**src/rtl/camera_pattern_generator.sv**
```systemverilog
// Synthetic Bayer-raw frame source on the Camera_PIXCLK domain, standing in for the
// sensor pins ahead of the camera data controller.
module camera_pattern_generator #(
  parameter int H_ACTIVE = 1280,
  parameter int H_BLANK  = 64,
  parameter int V_ACTIVE = 960,
  parameter int FV_LEAD  = 8,
  parameter int FV_TRAIL = 8,
  parameter int V_BLANK  = 4096
) (
  input  logic        Camera_PIXCLK,
  input  logic        Resetn,
  input  logic        Enable,
  input  logic [1:0]  iPattern_Sel,
  input  logic [9:0]  iConst_Value,
  output logic [9:0]  oCamera_Data,
  output logic        oFrame_Valid,
  output logic        oLine_Valid,
  output logic [31:0] oFrame_Count
);

  localparam int M_A     = (H_ACTIVE > H_BLANK)  ? H_ACTIVE : H_BLANK;
  localparam int M_B     = (FV_LEAD  > FV_TRAIL) ? FV_LEAD  : FV_TRAIL;
  localparam int M_C     = (M_A > M_B) ? M_A : M_B;
  localparam int CNT_MAX = (M_C > V_BLANK) ? M_C : V_BLANK;
  localparam int CW      = $clog2(CNT_MAX + 1);
  localparam int BAR_W   = H_ACTIVE / 8;

  typedef enum logic [2:0] {
    S_IDLE, S_VBLANK, S_FV_LEAD, S_ACTIVE, S_HBLANK, S_FV_TRAIL
  } state_t;

  state_t      state, nxt_state;
  logic [CW-1:0] cnt, nxt_cnt;
  logic [11:0] x, y, nxt_x, nxt_y;
  logic [1:0]  pat, nxt_pat;
  logic        frame_start;
  logic [2:0]  bar;
  logic        comp_on;
  logic [9:0]  pix_nxt;

  always_comb begin
    nxt_state   = state;
    nxt_cnt     = cnt - 1'b1;
    nxt_x       = x;
    nxt_y       = y;
    nxt_pat     = pat;
    frame_start = 1'b0;
    if (!Enable) begin
      nxt_state = S_IDLE;
      nxt_cnt   = '0;
    end else begin
      unique case (state)
        S_IDLE: begin
          nxt_state = S_VBLANK;
          nxt_cnt   = CW'(V_BLANK - 1);
        end
        S_VBLANK: if (cnt == '0) begin
          nxt_state   = S_FV_LEAD;
          nxt_cnt     = CW'(FV_LEAD - 1);
          nxt_x       = '0;
          nxt_y       = '0;
          nxt_pat     = iPattern_Sel;
          frame_start = 1'b1;
        end
        S_FV_LEAD: if (cnt == '0) begin
          nxt_state = S_ACTIVE;
          nxt_cnt   = CW'(H_ACTIVE - 1);
        end
        S_ACTIVE: begin
          if (cnt == '0) begin
            if (y == 12'(V_ACTIVE - 1)) begin
              nxt_state = S_FV_TRAIL;
              nxt_cnt   = CW'(FV_TRAIL - 1);
            end else begin
              nxt_state = S_HBLANK;
              nxt_cnt   = CW'(H_BLANK - 1);
              nxt_y     = y + 12'd1;
              nxt_x     = '0;
            end
          end else begin
            nxt_x = x + 12'd1;
          end
        end
        S_HBLANK: if (cnt == '0) begin
          nxt_state = S_ACTIVE;
          nxt_cnt   = CW'(H_ACTIVE - 1);
        end
        S_FV_TRAIL: if (cnt == '0) begin
          nxt_state = S_VBLANK;
          nxt_cnt   = CW'(V_BLANK - 1);
        end
        default: begin
          nxt_state = S_IDLE;
          nxt_cnt   = '0;
        end
      endcase
    end
  end

  // Pixel is computed for the coordinates the next cycle will present, so data
  // lines up with the registered LV.
  always_comb begin
    bar     = 3'(nxt_x / 12'(BAR_W));
    comp_on = 1'b0;
    pix_nxt = '0;
    unique case ({nxt_y[0], nxt_x[0]})
      2'b01:   comp_on = bar[2];
      2'b10:   comp_on = bar[0];
      default: comp_on = bar[1];
    endcase
    unique case (nxt_pat)
      2'd0:    pix_nxt = comp_on ? 10'h3FF : 10'h000;
      2'd1:    pix_nxt = nxt_x[9:0];
      2'd2:    pix_nxt = (nxt_x[3] ^ nxt_y[3]) ? 10'h3FF : 10'h000;
      default: pix_nxt = iConst_Value;
    endcase
  end

  always_ff @(posedge Camera_PIXCLK or negedge Resetn) begin
    if (!Resetn) begin
      state        <= S_IDLE;
      cnt          <= '0;
      x            <= '0;
      y            <= '0;
      pat          <= '0;
      oCamera_Data <= '0;
      oFrame_Valid <= 1'b0;
      oLine_Valid  <= 1'b0;
      oFrame_Count <= '0;
    end else begin
      state        <= nxt_state;
      cnt          <= nxt_cnt;
      x            <= nxt_x;
      y            <= nxt_y;
      pat          <= nxt_pat;
      oFrame_Valid <= (nxt_state != S_IDLE) && (nxt_state != S_VBLANK);
      oLine_Valid  <= (nxt_state == S_ACTIVE);
      oCamera_Data <= (nxt_state == S_ACTIVE) ? pix_nxt : 10'h000;
      if (!Enable)
        oFrame_Count <= '0;
      else if (frame_start)
        oFrame_Count <= oFrame_Count + 32'd1;
    end
  end

endmodule
```
**config.mk**
```make
export PLATFORM = sky130hd
export DESIGN_NAME = camera_pattern_generator
export DESIGN_NICKNAME = d
export VERILOG_FILES = /design/src/rtl/camera_pattern_generator.sv
export SDC_FILE = /design/constraint.sdc
export NUM_CORES = 1
export LEC_CHECK = 0
export BUFFER_PORTS_ARGS = -buffer_cell sky130_fd_sc_hd__buf_2
export CORE_MARGIN = 2
export CORE_UTILIZATION = 61
export CTS_BUF_LIST = sky130_fd_sc_hd__clkbuf_2 sky130_fd_sc_hd__clkbuf_4 sky130_fd_sc_hd__clkbuf_8
export DETAILED_ROUTE_END_ITERATION = 7
export PLACE_DENSITY = 0.92
export REMOVE_ABC_BUFFERS = 1
export SLEW_MARGIN = 20
export SYNTH_ARGS = -nofsm -noshare
export SYNTH_HDL_FRONTEND = slang
export SYNTH_SLANG_ARGS = --single-unit
```
**constraint.sdc**
```tcl
create_clock -name Camera_PIXCLK -period 4.5 [get_ports Camera_PIXCLK]
set_input_delay 0 -clock Camera_PIXCLK [delete_from_list [all_inputs] [get_ports Camera_PIXCLK]]
set_output_delay 0 -clock Camera_PIXCLK [all_outputs]
set_load 0.01 [all_outputs]
```
==> summary.txt, run 1 <==
status -> finished, final reports clean
Seq pwr share -> 55.0%
starting density of the core -> 62.6%
Final Skew -> 0.0151 ns
largest net degree at the start of global routing -> 46
clock power share -> 36.5%
CTS tree -> done
initial antenna violation count -> 0
Setup CP Type -> reg2reg
commonest non-fill, non-tap cell in the layout -> dfrtp_1
Final Max Slew Viols -> 0
via count -> 4710
Async S/R FF share, synth -> 100%
global-route wire length before repair -> 20400 um
Max Clk Rate -> 238 MHz
Syn Area/Cell -> 8.87 um2
Synth Flop Type -> dfrtp_1
TNS Setup -> 0 ns
Residual DRC -> 0
TritonCTS Sinks -> 86
crit path capture type -> register
Worst Hold Launch -> iPattern_Sel[0]
GP Congestion -> 0.913
required time of the critical path -> 4.78 ns
Detailed Place HPWL -> 8660 um
Initial DRT Pass Iterations -> 7
Least-Margin Pin Slew -> 0.651 ns
RR Startpoint -> cnt[0]
Worst-path clk slew -> 0.10 ns
grt ovf -> 0
switching share of power -> 26.5%
max-capacitance violation count -> 0
clock period minus worst slack -> 4.20 ns
die height -> 95.6 um
core occupancy in the finished layout -> 71.7%
Net Sw Power -> 0.000386 W
post-route clock period utilization -> 93.3%
post-synthesis sequential area ratio -> 42.1%
worst path arrival time -> 4.47 ns
clk buf depth -> 2
leakage power -> 2.68 nW
synthesized flop and latch total -> 86
Die X -> 95.6 um
Post-synth EDFFs -> 0
Tot GR Track Use -> 28.3%
startpoint type of the worst setup path -> register
Worst Setup SP -> cnt[0]
fin nets -> 668
most frequent cells in the layout -> dfrtp_1, nand2_1, buf_2
pwr/cell area -> 249 nW/um2
final hold violations -> 0
vias per cell -> 6.22
RSZ-0062 raised after global routing -> false
I/O pin total -> 59
Internal -> 0.00107 W
Syn Inst Count -> 577
Hold Crit Class -> in2reg
CP max stage cell -> a2111o_1
share of cells above drive strength 1 -> 16.7%
drt wl/cell -> 16.7 um
Final setup viols -> 0
Fill cells -> 573
vias in the first global route -> 4419
Area growth, synth to finish -> 14.6%
root buffer cell -> clkbuf_8
Post-Syn Area -> 5120 um2
total CTS buffers -> 9
Critical Path, Cell by Cell -> inv_1 > ha_1 > nor4b_1 > and4_1 > buf_4 > o21a_1 > a221o_1 > nor3_1 > or3_1 > a21oi_1 > a2bb2oi_1 > o221ai_1 > a2111o_1 > a31oi_1
worst skew pair latency -> 0.36 ns
initial DRC count -> 387
Gate power share -> 8.5%
CTS H-tree lvls -> 3
yosys warns -> 0
num rows -> 33
drt total wl -> 12600 um
Synth cell types -> 67
post-route antenna net violation count -> 0
Peak VDD IR -> 0.136 mV
Antenna Cells -> 0
total die area -> 9140 um2
Slew HR -> 56.6%
PortBufs -> 58
core area -> 8180 um2
max incr delay on CP -> 0.59 ns
maximum fanout along the worst path -> 16
## power groups by stage
| stage | sequential [W] | clock, W | combinational [W] |
|---|---|---|---|
| finish | 0.000802 | 0.000532 | 0.000123 |
| global route | 0.000804 | 0.000564 | 0.000138 |
| CTS | 0.000801 | 0.000538 | 0.000123 |
| detailed placement | 0.000816 | 0 | 0.000114 |
| global placement | 0.000816 | 0 | 0.000109 |
| floorplan | 0.000815 | 0 | 0.0000668 |
## sequential cells by signal, summed over array words and instances, names as in the netlist
name and count:
oFrame_Count 32, pat 2, x 12, oLine_Valid 1, state 3, cnt 13, y 12, oFrame_Valid 1
oCamera_Data 10
## final timing paths
kind	endpoint	slack [ns]	cells after the start
max in group asynchronous	oCamera_Data[9]	3.36	3
min in group asynchronous	oFrame_Count[6]	0.16	2
setup reg to reg	oCamera_Data[4]	0.30	14
hold reg to reg	y[11]	0.51	1
setup / recovery	oCamera_Data[4]	0.30	14
hold / removal	pat[0]	0.10	2
## cell usage after synthesis, types with 4 or more instances
master	n	area, um2
a21o_1	6	45.0
a21boi_0	9	67.6
nand3_1	23	115
or3_1	11	68.8
nor2b_1	9	56.3
and2_1	25	156
clkbuf_1	15	56.3
a211oi_1	4	30.0
and4_1	6	52.6
and3_1	13	81.3
dfrtp_1	86	2150
o21a_1	11	82.6
nand4_1	10	62.6
o31ai_1	5	37.5
xnor2_1	23	201
inv_1	13	48.8
nor4_1	4	25.0
inv_2	4	15.0
nor2_1	39	146
a31oi_1	15	93.8
buf_2	6	30.0
nand2_1	69	259
ha_1	6	75.1
o21ai_0	44	220
xor2_1	14	123
a21oi_1	29	145
nor3_1	18	90.1
## layer usage
metal | global-route usage (%) | part of all wire (%)
met5 | 0 | 0
met4 | 12.6 | 2.9
met3 | 3.56 | 5.5
met2 | 48.0 | 50
met1 | 36.1 | 42
## what timing repair did
item,in CTS,in global routing
gates resized for setup,0,2
setup endpoints to repair,0,10
setup buffers,0,0
hold buffers,13,0
endpoints found under the hold margin,58,0
## worst max-delay path: cells and delay by family (launching register included)
family	cells	cell delay (ns)
buffers and inverters	2	0.34
adders and majority gates	1	0.26
DFF	1	0.40
and+or+nand+nor	4	1.28
AOI/OAI and AO/OA	7	1.83
## per-stage QoR
stage | area [um2] | power, W | cells | worst slack, ns | hold WS (ns)
3_3_place_gp | 5530 | 0.000924 | 728 | 0.508 | 0.00891
2_1_floorplan | 4990 | 0.000881 | 550 | 0.522 | -0.296
5_1_grt | 5860 | 0.00151 | 757 | 0.0524 | 0.115
3_5_place_dp | 5530 | 0.000930 | 728 | 0.287 | 0.0141
6_report | 5860 | 0.00146 | 757 | 0.303 | 0.101
4_1_cts | 5850 | 0.00146 | 757 | 0.261 | 0.0888
## area by class of cell
class | count | area (um2) | share of cell area [%]
Clock inverter | 5 | 41.3 | 0.705
Inverter | 17 | 63.8 | 1.09
Multi-Input combinational cell | 447 | 2790 | 47.5
Sequential cell | 86 | 2150 | 36.7
Timing Repair Buffer | 86 | 536 | 9.14
Tap cell | 105 | 131 | 2.24
Clock buffer | 11 | 151 | 2.58
## logic make-up (layout without fill, tap and decap cells)
kind of cell / after synthesis / in the layout / synth area share, %
simple gates: 248 / 248 / 25.7
compound gates: 150 / 150 / 19.5
flops: 86 / 86 / 42.1
buf+inv: 44 / 119 / 3.74
xor+xnor: 37 / 37 / 6.33
fa+ha+maj: 7 / 7 / 1.66
mux: 5 / 5 / 1.03
(Power assumes the default switching activity.)
==> inputs of run 2 (changes only) <==
--- a/config.mk
+++ b/config.mk
@@ -5,9 +5,12 @@
 export SDC_FILE = /design/constraint.sdc
 export NUM_CORES = 1
 export LEC_CHECK = 0
+export ABC_AREA = 1
 export BUFFER_PORTS_ARGS = -buffer_cell sky130_fd_sc_hd__buf_2
+export CELL_PAD_IN_SITES_DETAIL_PLACEMENT = 0
+export CELL_PAD_IN_SITES_GLOBAL_PLACEMENT = 2
 export CORE_MARGIN = 2
-export CORE_UTILIZATION = 61
+export CORE_UTILIZATION = 36
 export CTS_BUF_LIST = sky130_fd_sc_hd__clkbuf_2 sky130_fd_sc_hd__clkbuf_4 sky130_fd_sc_hd__clkbuf_8
 export DETAILED_ROUTE_END_ITERATION = 7
 export PLACE_DENSITY = 0.92
==> run 2 against run 1 <==
Compared with the run above:
- clock skew fell by 0.0059 ns
- power rose by 24%
- wire length rose by 5.2%
- synthesized area rose by 2.4%
- critical path depth rose by 12
- combinational power rose to 3.3 times the previous value
- clock power rose by 5.6%
- synthesized cell count rose by 16%
- maximum frequency rose by 15%
==> summary.txt, run 2 <==
Hold Crit Class -> in2reg
startpoint type of the worst setup path -> register
pwr/cell area -> 299 nW/um2 (+20%)
reg2reg end -> oCamera_Data[1]
commonest non-fill, non-tap cell in the layout -> nand2_1
Final Max Slew Viols -> 0 (unchanged)
clk buf depth -> 2 (unchanged)
max incr delay on CP -> 0.39 ns (-0.20 ns)
Slew HR -> 52.4% (-4.2 points)
final worst setup slack -> 0.840 ns (+0.536 ns)
GP Congestion -> 0.848 (-7.2%)
leading cell types by count after synthesis -> nand2_1, inv_1, dfrtp_1
Setup crit end -> oCamera_Data[1]
Synth Flop Type -> dfrtp_1
TNS Setup -> 0 ns (unchanged)
clock period minus worst slack -> 3.66 ns (-0.536 ns)
Final Skew -> 0.00923 ns (-0.00586 ns)
via count -> 4684 (-0.55%)
Yosys top cell area share -> 41.1% (-0.99 points)
vias per cell -> 5.01 (-19%)
post-synthesis sequential area ratio -> 41.1% (-0.99 points)
core occupancy in the finished layout -> 42.1% (-30 points)
starting density of the core -> 36.5% (-26 points)
Synth cell types -> 50 (-25%)
PortBufs -> 58 (unchanged)
CP max stage cell -> dfrtp_1
TritonCTS Sinks -> 86 (unchanged)
CTS tree -> done
CTS H-tree lvls -> 3 (unchanged)
ranking of synthesized cells by area -> dfrtp_1, nand2_1, inv_1, o21ai_0, nor2_1
vias in the first global route -> 4572 (+3.5%)
Die X -> 125 um (+30%)
initial DRC count -> 204 (-47%)
final hold violations -> 0 (unchanged)
Worst Hold Launch -> iPattern_Sel[1]
global-route wire length before repair -> 22300 um (+9.1%)
largest registers -> oFrame_Count: 32 flops, cnt: 13 flops
share of cells above drive strength 1 -> 20.9% (+4.2 points)
Initial DRT Pass Iterations -> 5 (-2)
DP Worst Slack -> 0.834 ns (+0.547 ns)
synthesized flop and latch total -> 86 (unchanged)
largest net degree at the start of global routing -> 53 (+15%)
Syn Area/Cell -> 7.80 um2 (-12%)
Setup CP Type -> reg2reg
leakage power -> 2.96 nW (+11%)
drt wl/cell -> 14.2 um (-15%)
grt ovf -> 0 (unchanged)
Largest Register -> oFrame_Count
total die area -> 15500 um2 (+70%)
Yosys top cell by area -> dfrtp_1
crit path capture type -> register
Max Clk Rate -> 273 MHz (+15%)
worst skew pair latency -> 0.38 ns (+0.02 ns)
most frequent cells in the layout -> nand2_1, inv_1, dfrtp_1
Async S/R FF share, synth -> 100% (unchanged)
Detailed Place HPWL -> 9820 um (+13%)
FF-to-FF path depth -> 26 (+12)
Post-Syn Area -> 5240 um2 (+2.4%)
maximum fanout along the worst path -> 22 (+6)
Area growth, synth to finish -> 15.5%
drt total wl -> 13300 um (+5.2%)
root buffer cell -> clkbuf_8
Fill cells -> 1492 (+160%)
post-route clock period utilization -> 81.3% (-12 points)
yosys warns -> 0 (unchanged)
number of flip-flops under the largest register name -> 32 (unchanged)
count leader, synth -> nand2_1
Worst-path clk slew -> 0.09 ns (about the same)
Residual DRC -> 0 (unchanged)
Post-synth EDFFs -> 0 (unchanged)
Antenna Cells -> 0 (unchanged)
area occupied by multi-input gates -> 2640 um2 (-5.2%)
total CTS buffers -> 9 (unchanged)
cts repair resizes -> 0 (unchanged)
Syn Inst Count -> 672 (+16%)
hold buffers post-CTS -> 11 (-2)
RR Startpoint -> cnt[0]
FF/Latch Area -> 2150 um2 (unchanged)
flop-to-flop setup slack -> 0.84 ns (+0.54 ns)
num rows -> 44 (+33%)
RSZ-0062 raised after global routing -> false
Worst Setup SP -> cnt[0]
core area -> 14400 um2 (+76%)
setup bufs post-CTS -> 0 (unchanged)
fin nets -> 767 (+15%)
die height -> 125 um (+30%)
status -> finished, final reports clean
post-route antenna net violation count -> 0 (unchanged)
Least-Margin Pin Slew -> 0.714 ns (+0.0634 ns)
Tot GR Track Use -> 17.5% (-11 points)
required time of the critical path -> 4.81 ns (+0.03 ns)
I/O pin total -> 59 (unchanged)
max-capacitance violation count -> 0 (unchanged)
worst path arrival time -> 3.97 ns (-0.50 ns)
initial antenna violation count -> 0 (unchanged)
Final setup viols -> 0 (unchanged)
Peak VDD IR -> 0.151 mV (+10%)
[run 2: power by group]
| part | switching (W) | leakage, nW | internal (W) |
|---|---|---|---|
| clock network | 0.000304 | 0.0996 | 0.000258 |
| logic | 0.000267 | 1.71 | 0.000135 |
| registers | 0.0000362 | 1.16 | 0.000811 |
[run 2: area by class of cell]
type	count	area share, %
multi-input cells	468	43.6
flip-flops and latches	86	35.5
repair buffers	72	7.03
inverters	109	6.76
well taps	184	3.80
clock buffers	9	2.05
clock inverters	7	1.22
[run 2: logic make-up (layout without fill, tap and decap cells)]
kind of cell | count (synthesis) | after routing | share of synthesized area, %
AO/OA/AOI/OAI | 140 | 140 | 16.0
flip-flops | 86 | 86 | 41.1
adder cells (fa/ha/maj) | 6 | 6 | 1.43
AND/OR/NAND/NOR | 311 | 311 | 31.0
buffers and inverters | 118 | 197 | 8.64
XOR/XNOR | 11 | 11 | 1.84
[run 2: critical path, delay by kind of cell (launching register included)]
| family | cells | cell delay (ns) |
|---|---|---|
| DFF | 1 | 0.39 |
| adders and majority gates | 1 | 0.23 |
| and+or+nand+nor | 18 | 1.96 |
| AOI/OAI and AO/OA | 3 | 0.62 |
| buffers and inverters | 4 | 0.38 |
[run 2: through the flow]
step	instances	area, um2	hold slack [ns]	power [W]
floorplan	663	5200	-0.296	0.00114
global placement	908	5740	0.101	0.00125
detailed placement	908	5740	0.107	0.00126
CTS	935	6050	0.0325	0.00184
global route	935	6050	0.0735	0.00192
finish	935	6050	0.0457	0.00181
[run 2: per-layer routing]
metal	wire length [um]	part of all wire (%)	up-vias	global-route usage [%]
li1	-	-	2377	-
met1	6100	46	2217	23.1
met2	6560	49	76	29.5
met3	433	3.3	14	2.36
met4	207	1.6	0	6.28
met5	0	0	-	0
[run 2: worst min-delay path by stage]
stage,end,slack (ns),cells past startpoint
2_1_floorplan,cnt[0],-0.30,0
3_3_place_gp,oFrame_Count[18],0.10,1
3_5_place_dp,oFrame_Count[20],0.11,1
4_1_cts,pat[1],0.03,3
5_1_grt,pat[1],0.07,3
6_report,pat[1],0.05,3
==> inputs of run 3 (changes only) <==
--- a/config.mk
+++ b/config.mk
@@ -10,10 +10,10 @@
 export CELL_PAD_IN_SITES_DETAIL_PLACEMENT = 0
 export CELL_PAD_IN_SITES_GLOBAL_PLACEMENT = 2
 export CORE_MARGIN = 2
-export CORE_UTILIZATION = 36
+export CORE_UTILIZATION = 32
 export CTS_BUF_LIST = sky130_fd_sc_hd__clkbuf_2 sky130_fd_sc_hd__clkbuf_4 sky130_fd_sc_hd__clkbuf_8
 export DETAILED_ROUTE_END_ITERATION = 7
-export PLACE_DENSITY = 0.92
+export PLACE_DENSITY = 0.87
 export REMOVE_ABC_BUFFERS = 1
 export SLEW_MARGIN = 20
 export SYNTH_ARGS = -nofsm -noshare
==> constraint.sdc (replaced) <==
create_clock -name Camera_PIXCLK -period 3 [get_ports Camera_PIXCLK]
set_input_delay 0 -clock Camera_PIXCLK [delete_from_list [all_inputs] [get_ports Camera_PIXCLK]]
set_output_delay 0 -clock Camera_PIXCLK [all_outputs]
set_load 0.01 [all_outputs]
==> run 3 against run 2 <==
Compared with the run above:
- the run now ends with setup timing left
- clock skew up 0.0030 ns
- cell count is 15% higher
- hold slack got worse by 0.013 ns
- flip-flop and latch count did not move
- power rose by 63%
==> summary.txt, run 3 (synthesized netlist as in run 2, its figures left out) <==
DP Worst Slack -> -0.259 ns (-1.09 ns)
Hold Crit Class -> in2reg
Internal -> 0.00195 W (+62%)
reg2reg end -> oCamera_Data[4]
Final Cell Area -> 7330 um2 (+21%)
Seq pwr share -> 42.8% (-4.0 points)
die height -> 132 um (+5.9%)
worst-case hold path end point -> pat[1]
root buffer cell -> clkbuf_8
Die X -> 132 um (+5.9%)
commonest non-fill, non-tap cell in the layout -> buf_4
I/O pin total -> 59 (unchanged)
cell family with most CP delay -> simple AND/OR/NAND/NOR gates
pwr/cell area -> 404 nW/um2 (+35%)
grt ovf -> 0 (unchanged)
clock period minus worst slack -> 3.16 ns (-0.495 ns)
Max Clk Rate -> 316 MHz (+16%)
Slew HR -> 43.1% (-9.2 points)
crit path buf inv count -> 6 (+2)
Net Sw Power -> 0.00101 W (+66%)
num rows -> 46 (+4.5%)
max incr delay on CP -> 0.39 ns (about the same)
Tot GR Track Use -> 17.4% (-0.079 points)
status -> finished with violations
largest net degree at the start of global routing -> 87 (+64%)
fin nets -> 871 (+14%)
PortBufs -> 58 (unchanged)
drt total wl -> 15000 um (+13%)
FF-to-FF path depth -> 27 (+3.8%)
Residual DRC -> 0 (unchanged)
post-route antenna net violation count -> 0 (unchanged)
TNS Setup -> -1.44 ns (-1.44 ns)
Area growth, synth to finish -> 39.8%
via count -> 5151 (+10%)
Setup CP Type -> reg2reg
clock power share -> 28.5% (-2.5 points)
switching share of power -> 34.1% (+0.55 points)
clk buf depth -> 2 (unchanged)
Power Total -> 0.00296 W (+63%)
required time of the critical path -> 3.31 ns (-1.50 ns)
maximum fanout along the worst path -> 6 (-73%)
largest registers -> oFrame_Count: 32 flops, cnt: 13 flops
Final Max Slew Viols -> 0 (unchanged)
Detailed Place HPWL -> 10600 um (+7.6%)
startpoint type of the worst setup path -> register
Gate power share -> 28.7% (+6.5 points)
number of flip-flops under the largest register name -> 32 (unchanged)
initial DRC count -> 241 (+18%)
total die area -> 17400 um2 (+12%)
max-capacitance violation count -> 0 (unchanged)
total CTS buffers -> 9 (unchanged)
Antenna Cells -> 0 (unchanged)
final worst setup slack -> -0.165 ns (-1.00 ns)
global-route wire length before repair -> 24900 um (+12%)
post-route clock period utilization -> 105% (+24 points)
starting density of the core -> 32.9% (-3.6 points)
GP Congestion -> 0.844 (-0.45%)
Peak VDD IR -> 0.246 mV (+63%)
met3 usage -> 2.81% (+0.44 points)
TritonCTS Sinks -> 86 (unchanged)
Least-Margin Pin Slew -> 0.853 ns (+0.139 ns)
Area after DPL -> 6360 um2 (+11%)
met2 GRT Util -> 30.1% (+0.55 points)
flop-to-flop setup slack -> -0.16 ns (-1.00 ns)
drt wl/cell -> 14.0 um (-1.7%)
share of cells above drive strength 1 -> 37.9% (+17 points)
busiest grt layer -> met2
leakage power -> 3.63 nW (+22%)
met1 GRT Util -> 21.9% (-1.2 points)
worst skew pair latency -> 0.38 ns (about the same)
RSZ-0062 raised after global routing -> true
worst hold slack -> 0.0328 ns (-0.0130 ns)
CP max stage cell -> dfrtp_1
most frequent cells in the layout -> buf_4, nand2_1, inv_1
RR Startpoint -> cnt[1]
worst path arrival time -> 3.48 ns (-0.49 ns)
vias per cell -> 4.81 (-4.0%)
Initial DRT Pass Iterations -> 4 (-1)
failing checks -> setup timing
Fill cells -> 1600 (+7.2%)
crit path capture type -> register
hold depth -> 4 (+1)
CTS tree -> done
initial antenna violation count -> 0 (unchanged)
Largest Register -> oFrame_Count
CTS H-tree lvls -> 3 (unchanged)
Final Skew -> 0.0123 ns (+0.00303 ns)
final hold violations -> 0 (unchanged)
Worst Hold Launch -> iPattern_Sel[1]
vias in the first global route -> 5270 (+15%)
Final setup viols -> 11 (+11)
core area -> 15900 um2 (+11%)
crit-path most repeated cell -> nand2_4
Worst-path clk slew -> 0.09 ns (about the same)
[run 3: changes by cell type in the layout (fill, tap and decap cells not counted), moves of 9 or more]
| cell | before | now |
|---|---|---|
| buf_4 | 4 | 99 |
| nand2_1 | 103 | 91 |
| nand3_1 | 38 | 25 |
| nand3_2 | 5 | 14 |
| nor2_1 | 68 | 54 |
| nor2_4 | 2 | 11 |
[run 3: worst min-delay path, cell delays in order]
cell     delay (ns)
buf_2          0.08
o21ai_1        0.08
buf_4          0.16
inv_1          0.06
[run 3: power by group through the flow]
stage          logic, W  registers (W)  clock network (W)
2_1_floorplan  0.000434        0.00128                  0
3_3_place_gp   0.000676        0.00128                  0
3_5_place_dp   0.000688        0.00128                  0
4_1_cts        0.000798        0.00126           0.000877
5_1_grt        0.000943        0.00128           0.000927
6_report       0.000848        0.00127           0.000842
[run 3: final cells by class]
cell class | count | area, um2 | area share [%]
repair buffers | 174 | 1220 | 16.6
multi-input cells | 470 | 3070 | 41.9
clock buffers | 10 | 131 | 1.79
well taps | 216 | 270 | 3.69
clock inverters | 6 | 61.3 | 0.837
flip-flops and latches | 86 | 2150 | 29.4
inverters | 109 | 422 | 5.76
[run 3: worst max path at each step]
| stage | startpoint | end | slack [ns] | depth (start not counted) |
|---|---|---|---|---|
| after floorplan | cnt[0] | oCamera_Data[0] | -0.04 | 27 |
| after global placement | cnt[0] | oCamera_Data[4] | -0.11 | 27 |
| after detailed placement | cnt[0] | oCamera_Data[4] | -0.26 | 27 |
| after CTS | cnt[0] | oCamera_Data[0] | -0.11 | 29 |
| after global routing | cnt[0] | oCamera_Data[4] | -0.36 | 27 |
| final | cnt[1] | oCamera_Data[4] | -0.16 | 27 |
[run 3: what timing repair did]
action	CTS	global route
endpoints found under the setup margin	21	26
hold buffers	11	0
cloned	2	0
hold endpoints to repair	96	0
buffers inserted	13	15
gates resized for setup	33	76
pin swaps	21	23
[run 3: through the flow]
| stage | utilization (%) | std cells |
|---|---|---|
| global route | 46.0 | 1071 |
| floorplan | - | 663 |
| finish | 46.0 | 1071 |
| CTS | 43.4 | 1059 |
| global placement | 39.9 | 1017 |
| detailed placement | 39.9 | 1017 |
[run 3: per-layer routing]
metal,vias up,routed length (um)
met3,28,343
li1,2582,-
met1,2465,6730
met4,0,324
met2,76,7590
met5,-,0
